[src/rtl/pwm_music_poly.sv]
// Multi-channel square-wave tone generator with a beat/phrase timebase and a single PWM mix output.
// Optional PWM_MUSIC_STACCATO_EN mutes every tone for the second half of each beat.
module pwm_music_poly #(
    parameter int CHANNELS     = 2,
    parameter int DIV_W        = 16,
    parameter int BEAT_CYCLES  = 6250000,
    parameter int PHRASE_BEATS = 16,
    parameter int PWM_W        = 8,
    localparam int CH_W        = (CHANNELS > 1) ? $clog2(CHANNELS) : 1,
    localparam int BEAT_W      = (PHRASE_BEATS > 1) ? $clog2(PHRASE_BEATS) : 1
) (
    input  logic              clk,
    input  logic              rst,
    input  logic              run,
    input  logic              note_valid,
    output logic              note_ready,
    input  logic [CH_W-1:0]   note_ch,
    input  logic [DIV_W-1:0]  note_period,
    output logic              pwm,
    output logic              crotchet,
    output logic              phrase,
    output logic [BEAT_W-1:0] beat
);

    localparam int TMR_W = $clog2(BEAT_CYCLES);
    localparam int SUM_W = $clog2(CHANNELS + 1);
    localparam logic [TMR_W-1:0]  TMR_LAST  = TMR_W'(BEAT_CYCLES - 1);
    localparam logic [BEAT_W-1:0] BEAT_LAST = BEAT_W'(PHRASE_BEATS - 1);

    // Scale a voice count to a carrier threshold; a full chord maps to 2^PWM_W (always high).
    function automatic logic [PWM_W:0] calc_duty(input logic [SUM_W-1:0] s);
        logic [SUM_W+PWM_W-1:0] scaled;
        scaled = {s, {PWM_W{1'b0}}};
        return (PWM_W+1)'(scaled / (SUM_W+PWM_W)'(CHANNELS));
    endfunction

    logic [TMR_W-1:0] timer;
    logic             beat_edge;

    assign beat_edge = run && (timer == TMR_LAST);

    always_ff @(posedge clk or posedge rst) begin
        if (rst) begin
            timer    <= '0;
            beat     <= '0;
            crotchet <= 1'b0;
            phrase   <= 1'b0;
        end else begin
            crotchet <= 1'b0;
            phrase   <= 1'b0;
            if (beat_edge) begin
                timer    <= '0;
                crotchet <= 1'b1;
                if (beat == BEAT_LAST) begin
                    beat   <= '0;
                    phrase <= 1'b1;
                end else begin
                    beat <= beat + 1'b1;
                end
            end else if (run) begin
                timer <= timer + 1'b1;
            end
        end
    end

    logic [CHANNELS-1:0] pend_valid;
    logic [CHANNELS-1:0] wr_sel;
    logic [CHANNELS-1:0] xfer;
    logic [CHANNELS-1:0] sq;
    logic [DIV_W-1:0]    pend   [CHANNELS];
    logic [DIV_W-1:0]    active [CHANNELS];
    logic [DIV_W-1:0]    cnt    [CHANNELS];
    logic                pend_hit;
    logic                accept;

    // Out-of-range channel numbers match no slot, so such writes are accepted and dropped.
    always_comb begin
        pend_hit = 1'b0;
        wr_sel   = '0;
        for (int i = 0; i < CHANNELS; i++) begin
            if (note_ch == CH_W'(i)) begin
                pend_hit  = pend_valid[i];
                wr_sel[i] = 1'b1;
            end
        end
    end

    assign note_ready = !pend_hit || beat_edge;
    assign accept     = note_valid && note_ready;
    assign xfer       = {CHANNELS{beat_edge}} & pend_valid;

    always_ff @(posedge clk or posedge rst) begin
        if (rst) begin
            pend_valid <= '0;
            sq         <= '0;
            for (int i = 0; i < CHANNELS; i++) begin
                pend[i]   <= '0;
                active[i] <= '0;
                cnt[i]    <= '0;
            end
        end else begin
            for (int i = 0; i < CHANNELS; i++) begin
                // A write landing on the beat edge refills the slot the edge is draining.
                if (accept && wr_sel[i]) begin
                    pend[i]       <= note_period;
                    pend_valid[i] <= 1'b1;
                end else if (xfer[i]) begin
                    pend_valid[i] <= 1'b0;
                end

                if (xfer[i]) begin
                    active[i] <= pend[i];
                    cnt[i]    <= '0;
                    sq[i]     <= 1'b0;
                end else if (!run || (active[i] == '0)) begin
                    cnt[i] <= '0;
                    sq[i]  <= 1'b0;
                end else if (cnt[i] == active[i] - 1'b1) begin
                    cnt[i] <= '0;
                    sq[i]  <= ~sq[i];
                end else begin
                    cnt[i] <= cnt[i] + 1'b1;
                end
            end
        end
    end

    logic [CHANNELS-1:0] sq_mix;
`ifdef PWM_MUSIC_STACCATO_EN
    localparam logic [TMR_W-1:0] TMR_HALF = TMR_W'(BEAT_CYCLES / 2);
    assign sq_mix = (timer >= TMR_HALF) ? '0 : sq;
`else
    assign sq_mix = sq;
`endif

    // Stage p0: voice count and carrier threshold from the registered squares.
    logic [SUM_W-1:0] sum_p0;
    logic [PWM_W:0]   duty_p0;
    logic             vld_p0;

    always_comb begin
        sum_p0 = '0;
        for (int i = 0; i < CHANNELS; i++) begin
            sum_p0 = sum_p0 + SUM_W'(sq_mix[i]);
        end
    end

    assign duty_p0 = calc_duty(sum_p0);
    assign vld_p0  = run;

    // Stage p1: registered carrier compare.
    logic [PWM_W-1:0] pwm_cnt;
    logic             pwm_p1;

    always_ff @(posedge clk or posedge rst) begin
        if (rst) begin
            pwm_cnt <= '0;
            pwm_p1  <= 1'b0;
        end else begin
            pwm_cnt <= pwm_cnt + 1'b1;
            pwm_p1  <= vld_p0 && ({1'b0, pwm_cnt} < duty_p0);
        end
    end

    assign pwm = pwm_p1;

endmodule

[config.mk]
export PLATFORM = sky130hd
export DESIGN_NAME = pwm_music_poly
export DESIGN_NICKNAME = d
export VERILOG_FILES = /design/src/rtl/pwm_music_poly.sv
export SDC_FILE = /design/constraint.sdc
export NUM_CORES = 1
export LEC_CHECK = 0
export ABC_AREA = 1
export CAP_MARGIN = 20
export CORE_ASPECT_RATIO = 1.75
export CORE_MARGIN = 2
export CORE_UTILIZATION = 61
export DETAILED_ROUTE_END_ITERATION = 10
export PLACE_DENSITY_LB_ADDON = 0.25
export SLEW_MARGIN = 20
export SYNTH_ARGS = -nofsm -noshare
export SYNTH_HDL_FRONTEND = slang
export SYNTH_SLANG_ARGS = --single-unit
[constraint.sdc]
create_clock -name clk -period 5.7 [get_ports clk]
set_clock_uncertainty 0.15 [all_clocks]
set_input_delay 0.855 -clock clk [delete_from_list [all_inputs] [get_ports clk]]
set_output_delay 0.855 -clock clk [all_outputs]
set_load 0.01 [all_outputs]
==> results.yml <==
logic_synthesis:
  syn_nets: 985
  synth-xor-area-share_pct: 6.52
  synth_cell_types: 39
  synth_seq_cells: 138
  syn_area_per_cell_um2: 7.87
  synth_area_um2: 7530
  synthCells: 956
  synthSimpleGateAreaFrac_pct: 30.4
  synth-compound-area-share_pct: 7.23
  yosysWarnings: 0
  ys_seq_area_share_pct: 45.9
  synth_top_family_by_area: "simple AND/OR/NAND/NOR gates"
  synthMuxAreaShare_pct: 0
  yosys.area_share.adder_pct: 1.33
clock_tree:
  cts_buffers: 17
  clkSinkCount: 138
  clk_path_buf_depth: 2
  cts_setup_buffers: 0
  path_clk_slew_ps: 60
  clock_latency_ps: 430
  cts_hold_buf: 0
  htree_levels: 4
  post_cts_resized: 0
  cts_tree: "done"
  root_buffer: "clkbuf_16"
floorplan:
  die-area_um2: 13300
  start_util_pct: 62.7
  die_y_um: 151
  placementRows: 53
  pin_count: 29
  core_area_um2: 12000
  die_w_um: 88.0
final_layout:
  regArea_um2: 3450
  final_cell_mix: "nand2_1, dfrtp_1, inv_1, nor2_1, nand3_1"
  mostFrequentLayoutCell: "nand2_1"
  final_area_um2: 8450
  final_nets: 1015
  area_delta_synth_final_pct: 12.3
  n_antenna_cell: 0
  drive_gt1_share_pct: 7.81
  fill_cells: 955
  utilization_pct: 70.4
  multiInputGateArea_um2: 3420
routing:
  post_drt_wl_per_cell_um: 15.0
  drt_pre_antenna_iters: 5
  num_vias: 6259
  antenna_left: 0
  route.detailed.drc: 0
  first_iter_violations: 417
  vias_per_cell: 5.38
  routed_wl_um: 17500
power:
  p_leak_nw: 4.03
  ir_worst_vdd_mv: 0.208
  power.density_nw_per_um2: 278
worst_hold_path:
  hp-class: "flop to flop"
  hp-start: "pwm_cnt[0]"
timing:
  final-hold-violation-count: 0
  worst_pin_slew_ps: 897
  min_period_ps: 4180
  max_clock_freq_mhz: 239
  slew_viol_final: 0
  setup_viol: 0
  grt_setup_unrepaired: "no"
  layout_setup_ws_ps: 1520
  fin_tns_setup_ps: 0
  finalCritPeriodShare_pct: 73.4
  slew_headroom_pct: 40.2
placed_design:
  portBuffers: 28
  dpl_cell_area_um2: 7860
  gp_congestion: 0.929
  place_hpwl_um: 12800
  post-place-ws_ps: 1530
global_routing:
  track_usage_pct: 29.3
  antenna_found_initial: 0
  grt_pass1_wl_um: 29500
  grt_max_degree: 102
  grt_pass1_vias: 6248
  grt_overflow: 0
job:
  drv_cap: 0
critical_path:
  startpoint: "run"
  end_kind: "output port"
  start_kind: "primary input"
  cp.arrival_ps: 3180
  crit_fanout: 16
  rr_startpoint: "active[0]"
  crit_required_ps: 4700
  worstSetupPathType: "primary input to output port"
status:
  outcome: "finished, final reports clean"
logic make-up after synthesis:
kind of cell,count (synthesis)
compound gates,95
flops,138
simple gates,511
xor+xnor,56
buf+inv,148
fa+ha+maj,8
critical path: stages:
cell             delay [ps]
clkdlybuf4s50_1         770
inv_2                   180
nor2_1                  140
nand2_1                  90
nor3_4                  210
nand2_4                 180
o211ai_4                160
clkdlybuf4s50_1         590
stage by stage:
stage	total power [mW]	std cells	hold WS (ps)
after floorplan	1.19	956	272
after global placement	1.25	1132	293
after detailed placement	1.25	1132	306
after CTS	2.36	1164	313
after global routing	2.43	1164	346
final	2.35	1164	307
final cells by class:
| class | instances | area share [%] |
|---|---|---|
| clock buffer | 17 | 5.03 |
| clock inverter | 15 | 1.93 |
| inverter | 130 | 5.83 |
| multi-input combinational | 670 | 40.5 |
| sequential | 138 | 40.9 |
| tap | 165 | 2.44 |
| timing repair buffer | 29 | 3.41 |
routing by layer:
layer | track usage, % | share of wire, %
met1 | 32.3 | 37
met2 | 50.4 | 53
met3 | 6.27 | 3.5
met4 | 17.7 | 6.5
met5 | 0 | 0
state kept, by name, summed over array words and instances, names as in the netlist:
register / flops
pwm_cnt: 8
pwm: 1
timer: 23
pend_valid: 2
cnt: 32
active: 32
phrase: 1
pend: 32
crotchet: 1
beat: 4
sq: 2
cells in the mapped netlist, drive strengths merged:
master	n	share of area, %
ha	8	1.3
o21ai	79	5.9
buf	13	1.9
or2	2	0.17
xor2	34	4.0
and3	2	0.23
nor3	24	1.7
nand2	256	13
dfrtp	138	46
nor2	120	6.6
o21a	1	0.10
nor4	8	0.66
nand4	17	1.5
o211ai	1	0.28
clkbuf	5	0.30
nor3b	4	0.40
xnor2	22	2.6
o22ai	1	0.083
clkinv	2	0.10
a21oi	13	0.86
inv	128	6.4
nand3	67	4.9
nand3b	11	1.1
where the power goes:
group / internal, mW / leakage, nW / switching (mW)
logic: 0.0602 / 2.06 / 0.107
registers: 1.02 / 1.68 / 0.0492
clock network: 0.651 / 0.281 / 0.458
total: 1.73 / 4.03 / 0.615
final timing paths:
kind,depth (start not counted),slack [ps],to
hold / removal,1,310,pwm_cnt[0]
setup reg to reg,11,3100,cnt[15]
setup / recovery,8,1520,note_ready
min in group asynchronous,2,840,pend[15]
hold reg to reg,1,310,pwm_cnt[0]
max in group asynchronous,3,3510,beat[2]
No activity file was read; power rests on OpenSTA's default activity.
